**src/rtl/output_unit_tx.sv**
```systemverilog
// output_unit_tx: router output-port transmitter. Buffers whole packets in a store-and-forward FIFO,
// then requests the downstream input unit and streams each packet one flit per cycle.
// Optional ack timeout/backoff enabled by defining OUTPUT_TX_ACK_TIMEOUT_EN.
`default_nettype none

module output_unit_tx #(
    parameter int FLIT_SIZE   = 32,
    parameter int DEPTH       = 16,
    parameter int ACK_TIMEOUT = 64
) (
    input  logic                 clk,
    input  logic                 reset_n,
    input  logic [FLIT_SIZE-1:0] i_flit,
    input  logic                 i_flit_valid,
    output logic                 o_ready,
    output logic                 o_downstream_req,
    input  logic                 i_transmit_ack,
    output logic [FLIT_SIZE-1:0] o_flit,
    output logic                 o_busy,
    output logic                 o_pkt_sent,
    output logic                 o_timeout
);

    localparam int AW = $clog2(DEPTH);
    localparam logic [1:0]  TAIL_FLIT = 2'b10;
    localparam logic [AW:0] PTR_ONE   = (AW+1)'(1);
    localparam logic [AW:0] CNT_ZERO  = '0;

`ifdef OUTPUT_TX_ACK_TIMEOUT_EN
    typedef enum logic [1:0] {IDLE = 2'd0, REQ = 2'd1, SEND = 2'd2, BACKOFF = 2'd3} state_t;
`else
    typedef enum logic [1:0] {IDLE = 2'd0, REQ = 2'd1, SEND = 2'd2} state_t;
`endif

    state_t state, state_next;

    // The valid bit is not stored: every flit in the buffer is valid by construction.
    logic [FLIT_SIZE-2:0] mem [DEPTH];
    logic [AW:0]          wr_ptr, rd_ptr;
    logic [AW:0]          pkt_cnt, pkt_cnt_next;
    logic                 full, empty;
    logic                 wr_en, wr_tail;
    logic                 pop, pop_tail;
    logic                 ack_timeout;
    logic [FLIT_SIZE-2:0] head;

    assign full    = (wr_ptr[AW] != rd_ptr[AW]) && (wr_ptr[AW-1:0] == rd_ptr[AW-1:0]);
    assign empty   = (wr_ptr == rd_ptr);
    assign o_ready = !full;
    assign o_busy  = (state != IDLE);

    assign wr_en   = i_flit_valid && !full && i_flit[FLIT_SIZE-1];
    assign wr_tail = wr_en && (i_flit[FLIT_SIZE-2:FLIT_SIZE-3] == TAIL_FLIT);
    assign head    = mem[rd_ptr[AW-1:0]];

    always_ff @(posedge clk) begin
        if (wr_en) begin
            mem[wr_ptr[AW-1:0]] <= i_flit[FLIT_SIZE-2:0];
        end
    end

`ifdef OUTPUT_TX_ACK_TIMEOUT_EN
    localparam int TW = (ACK_TIMEOUT > 1) ? $clog2(ACK_TIMEOUT) : 1;
    localparam logic [TW-1:0] TO_LAST = TW'(ACK_TIMEOUT - 1);

    logic [TW-1:0] to_cnt;

    // Restarts from zero every time REQ is (re)entered.
    always_ff @(posedge clk or negedge reset_n) begin
        if (!reset_n) begin
            to_cnt <= '0;
        end else if (state == REQ) begin
            to_cnt <= to_cnt + TW'(1);
        end else begin
            to_cnt <= '0;
        end
    end

    // An ack in the expiry cycle takes priority over the timeout.
    assign ack_timeout = (state == REQ) && !i_transmit_ack && (to_cnt == TO_LAST);
`else
    assign ack_timeout = 1'b0;
`endif

    assign o_timeout = ack_timeout;

    always_comb begin
        state_next   = state;
        pop          = 1'b0;
        pop_tail     = 1'b0;
        pkt_cnt_next = pkt_cnt;
        unique case (state)
            IDLE: begin
                if (pkt_cnt != CNT_ZERO) state_next = REQ;
            end
            REQ: begin
                if (i_transmit_ack) begin
                    pop        = !empty;
                    state_next = SEND;
                end else if (ack_timeout) begin
`ifdef OUTPUT_TX_ACK_TIMEOUT_EN
                    state_next = BACKOFF;
`endif
                end
            end
            SEND: begin
                pop = !empty;
            end
`ifdef OUTPUT_TX_ACK_TIMEOUT_EN
            BACKOFF: begin
                state_next = REQ;
            end
`endif
            default: state_next = IDLE;
        endcase
        pop_tail     = pop && (head[FLIT_SIZE-2:FLIT_SIZE-3] == TAIL_FLIT);
        pkt_cnt_next = pkt_cnt + {{AW{1'b0}}, wr_tail} - {{AW{1'b0}}, pop_tail};
        // A tail leaving ends the packet; a tail arriving in that same cycle keeps us requesting.
        if (pop_tail) begin
            state_next = (pkt_cnt_next != CNT_ZERO) ? REQ : IDLE;
        end
    end

    always_ff @(posedge clk or negedge reset_n) begin
        if (!reset_n) begin
            state            <= IDLE;
            wr_ptr           <= '0;
            rd_ptr           <= '0;
            pkt_cnt          <= '0;
            o_flit           <= '0;
            o_pkt_sent       <= 1'b0;
            o_downstream_req <= 1'b0;
        end else begin
            state            <= state_next;
            pkt_cnt          <= pkt_cnt_next;
            o_flit           <= pop ? {1'b1, head} : '0;
            o_pkt_sent       <= pop_tail;
            o_downstream_req <= (state_next == REQ);
            if (wr_en) wr_ptr <= wr_ptr + PTR_ONE;
            if (pop)   rd_ptr <= rd_ptr + PTR_ONE;
        end
    end

`ifndef SYNTHESIS
    a_no_write_full: assert property (@(posedge clk) disable iff (!reset_n) !(wr_en && full));
    a_send_not_empty: assert property (@(posedge clk) disable iff (!reset_n) !(state == SEND && empty));
    a_params: assert property (@(posedge clk) ((DEPTH & (DEPTH - 1)) == 0) && (ACK_TIMEOUT > 1));
`endif

endmodule

`default_nettype wire

```
**config.mk**
```make
export PLATFORM = sky130hd
export DESIGN_NAME = output_unit_tx
export DESIGN_NICKNAME = d
export VERILOG_FILES = /design/src/rtl/output_unit_tx.sv
export SDC_FILE = /design/constraint.sdc
export NUM_CORES = 1
export LEC_CHECK = 0
export ABC_AREA = 1
export CORE_ASPECT_RATIO = 1.5
export CORE_MARGIN = 1.5
export CORE_UTILIZATION = 66
export DETAILED_ROUTE_END_ITERATION = 10
export PLACE_DENSITY = 0.88
export SLEW_MARGIN = 20
export SYNTH_ARGS = -nofsm -noshare
export SYNTH_HDL_FRONTEND = slang
export SYNTH_SLANG_ARGS = --single-unit
```
**constraint.sdc**
```tcl
create_clock -name clk -period 7.2 [get_ports clk]
set_input_delay 1.08 -clock clk [delete_from_list [all_inputs] [get_ports clk]]
set_output_delay 1.08 -clock clk [all_outputs]
set_load 0.02 [all_outputs]
```
==> reports/qor.csv <==
metric,value,unit
DRT Wirelength,52.5,mm
hold_buf cts,0,
Setup crit end kind,register,
initial DRC count,2267,
post-CTS sizing,0,
HP Class,reg2reg,
vias per cell,6.65,
htree depth,2,
fin crit share,65.6,%
skew final,15.0,ps
run status,completed,
R2R depth,20,
clk buf depth,3,
initial antenna violation count,1,
Cell variety after synth,35,
fin area,24300,µm²
Total GRT Usage,30.3,%
fin util,74.5,%
yosys synthesis warning count,0,
vias post-DR,14300,
most frequent cells in the layout,"496 x edfxtp_1, 464 x nand2_1, 155 x a21oi_1",
die area,34200,µm²
syn nets,1711,
Area Growth Syn to Fin,11.4,%
cell area after synthesis,21800,µm²
final hold slack,509,ps
post-synth top area share,68.2,%
Max-slew headroom,31.7,%
Top delay family on crit path,simple AND/OR/NAND/NOR gates,
RSZ-0062 raised after global routing,false,
# rows,81,
first-pass GRT wire length,76.7,mm
CTS buffer count,47,
setup TNS,0,ps
dpl hpwl,25.7,mm
Post-Syn Instances,1659,
RD Place Congestion,0.788,
Setup crit start,rd_ptr[0]$_DFFE_PN0P_,
Detail Route Antenna Nets,0,
drt wl/cell,24.4,µm
starting density of the core,66.9,%
"Reg clk slew, reported paths",60,ps
Leak,0.00860,µW
pin slew with the least headroom to its limit,1020,ps
Top Ports,73,
worst r2r dst,o_downstream_req$_DFF_PN0_,
vias in the first global route,14100,
CP most frequent cell,nand2_1,
clock latency on the worst-skew pair,570,ps
DR pass1 iterations,6,
Nets,1753,
Sink Count,547,
Peak Freq,0.212,GHz
GRT Residual Overflow,0,
DR DRC count,0,
"commonest non-fill, non-tap cell in the layout",edfxtp_1,
Core Region,32600,µm²
Worst Setup Path Type,reg2reg,
Yosys reg bits,547,
"Seq/Total Area, Yosys",74.0,%
port bufs,71,
layout cells sized above 1,7.31,%
CTS tree,yes,
worst flop-to-flop path startpoint,rd_ptr[0]$_DFFE_PN0P_,
startpoint types,register,
largest net degree at the start of global routing,96,
crit-path max cell delay,930,ps
"Max FO, Critical Path",95,
pwr dens,403,nW/µm²
"Cell Chain, Critical Path",buf_4 -> nand2_1 -> nand2_1 -> nand2_1 -> nand3_1 -> nand3_1 -> nand2_1 -> nand2_2 -> nor2_4 -> ha_1 -> inv_1 -> ha_1 -> fa_1 -> or2_2 -> nor2_1 -> nand3_1 -> nor2_1 -> nand4_1 -> nand2_1 -> nor2_1,
root buffer cell,clkbuf_16,
CP arrival,5180,ps
crit path to,o_downstream_req$_DFF_PN0_,
Post-DP Area,22700,µm²
post-synth top area cell,edfxtp_1,
setup violators final,0,
fin crit period,4720,ps
total power,9800,µW
postcts setup bufs,0,
syn_area_per_cell,13.2,µm²
Slowest cell on crit path,dfrtp_4,
Die Height,226,µm
Synth area leaders,"edfxtp_1 68%, nand2_1 8.0%, dfrtp_1 5.8%",
Worst VDD drop,246,µV
max-slew violations,0,
Buf/Inv on CP,2,
Critical Path RT,7660,ps
max_cap viols,0,
critical path depth,20,
final hold violations,0,
FF-to-FF setup slack,2480,ps
Die Span X,152,µm
==> flip-flops by register name, summed over array words and instances, names as in the netlist <==
name	flops
wr_ptr	5
state	2
pkt_cnt	5
o_pkt_sent	1
o_flit	32
o_downstream_req	1
rd_ptr	5
mem	496
==> synthesized netlist by cell type <==
master	n
nor3_1	4
buf_6	16
ha_1	15
inv_6	1
buf_8	2
o21ai_1	2
clkbuf_1	16
nand3_2	1
nand3b_1	2
edfxtp_1	496
buf_2	45
conb_1	1
a32o_1	29
xor2_1	14
nand4_1	1
inv_2	5
or2_2	1
nand2_1	464
o211ai_1	30
nor2_2	1
nor2_1	66
buf_4	22
dfrtp_1	51
xnor2_1	1
nand2_2	2
o21ai_0	6
nand3_1	84
buf_1	4
a22oi_1	47
fa_1	1
nor2_4	2
buf_12	1
inv_1	42
a21oi_1	155
a32oi_1	29
==> metal layers <==
metal,up-vias,share of wire (%),global-route usage (%)
met1,6970,33,37.5
met2,1088,52,50.0
met3,203,10,5.05
li1,6062,-,-
met4,2,5.4,18.0
met5,-,0.025,0
==> where the power goes <==
group / switching [µW] / internal [µW]
clock network: 1110 / 1480
registers: 177 / 3750
logic: 2250 / 1040
total: 3540 / 6260
==> worst reg2reg max path: stages (launching register included) <==
cell and delay (ps):
dfrtp_4 930, buf_4 940, nand2_1 170, nand2_1 130, nand2_1 60, nand3_1 90
nand3_1 100, nand2_1 180, nand2_2 100, nor2_4 140, ha_1 230, inv_1 60
ha_1 180, fa_1 440, or2_2 300, nor2_1 100, nand3_1 100, nor2_1 120
nand4_1 110, nand2_1 110, nor2_1 40
==> area by class of cell <==
class	count	area, µm²
Sequential cell	547	16200
Fill cell	1773	8310
Multi-Input combinational cell	958	4920
Clock buffer	67	1340
Timing Repair Buffer	99	968
Tap cell	415	519
Clock inverter	18	208
Inverter	48	188
Antenna cell	1	2.50
==> cell families after synthesis <==
logic type	Yosys count	share of synthesized area (%)
DFF	547	74.0
xor gates and xnor gates	15	0.602
other	1	0.0172
adders and majority gates	16	0.951
and+or+nand+nor	628	11.5
buffers and inverters	154	4.03
AOI/OAI and AO/OA	298	8.87
==> per-stage QoR <==
step                      instances  worst slack (ps)
after global routing           2152              2140
after detailed placement       2064              2340
after floorplan                1659              3190
after global placement         2064              2460
final                          2153              2480
after CTS                      2149              2580
==> worst min-delay path by stage <==
stage	endpoint	depth (start not counted)	from
final	rd_ptr[4]$_DFFE_PN0P_	1	rd_ptr[4]$_DFFE_PN0P_
after floorplan	wr_ptr[4]$_DFFE_PN0P_	1	wr_ptr[4]$_DFFE_PN0P_
after global routing	wr_ptr[4]$_DFFE_PN0P_	1	wr_ptr[4]$_DFFE_PN0P_
after global placement	wr_ptr[4]$_DFFE_PN0P_	1	wr_ptr[4]$_DFFE_PN0P_
after CTS	rd_ptr[4]$_DFFE_PN0P_	1	rd_ptr[4]$_DFFE_PN0P_
after detailed placement	wr_ptr[4]$_DFFE_PN0P_	1	wr_ptr[4]$_DFFE_PN0P_
Note: power is estimated with default switching activity, not from simulation.
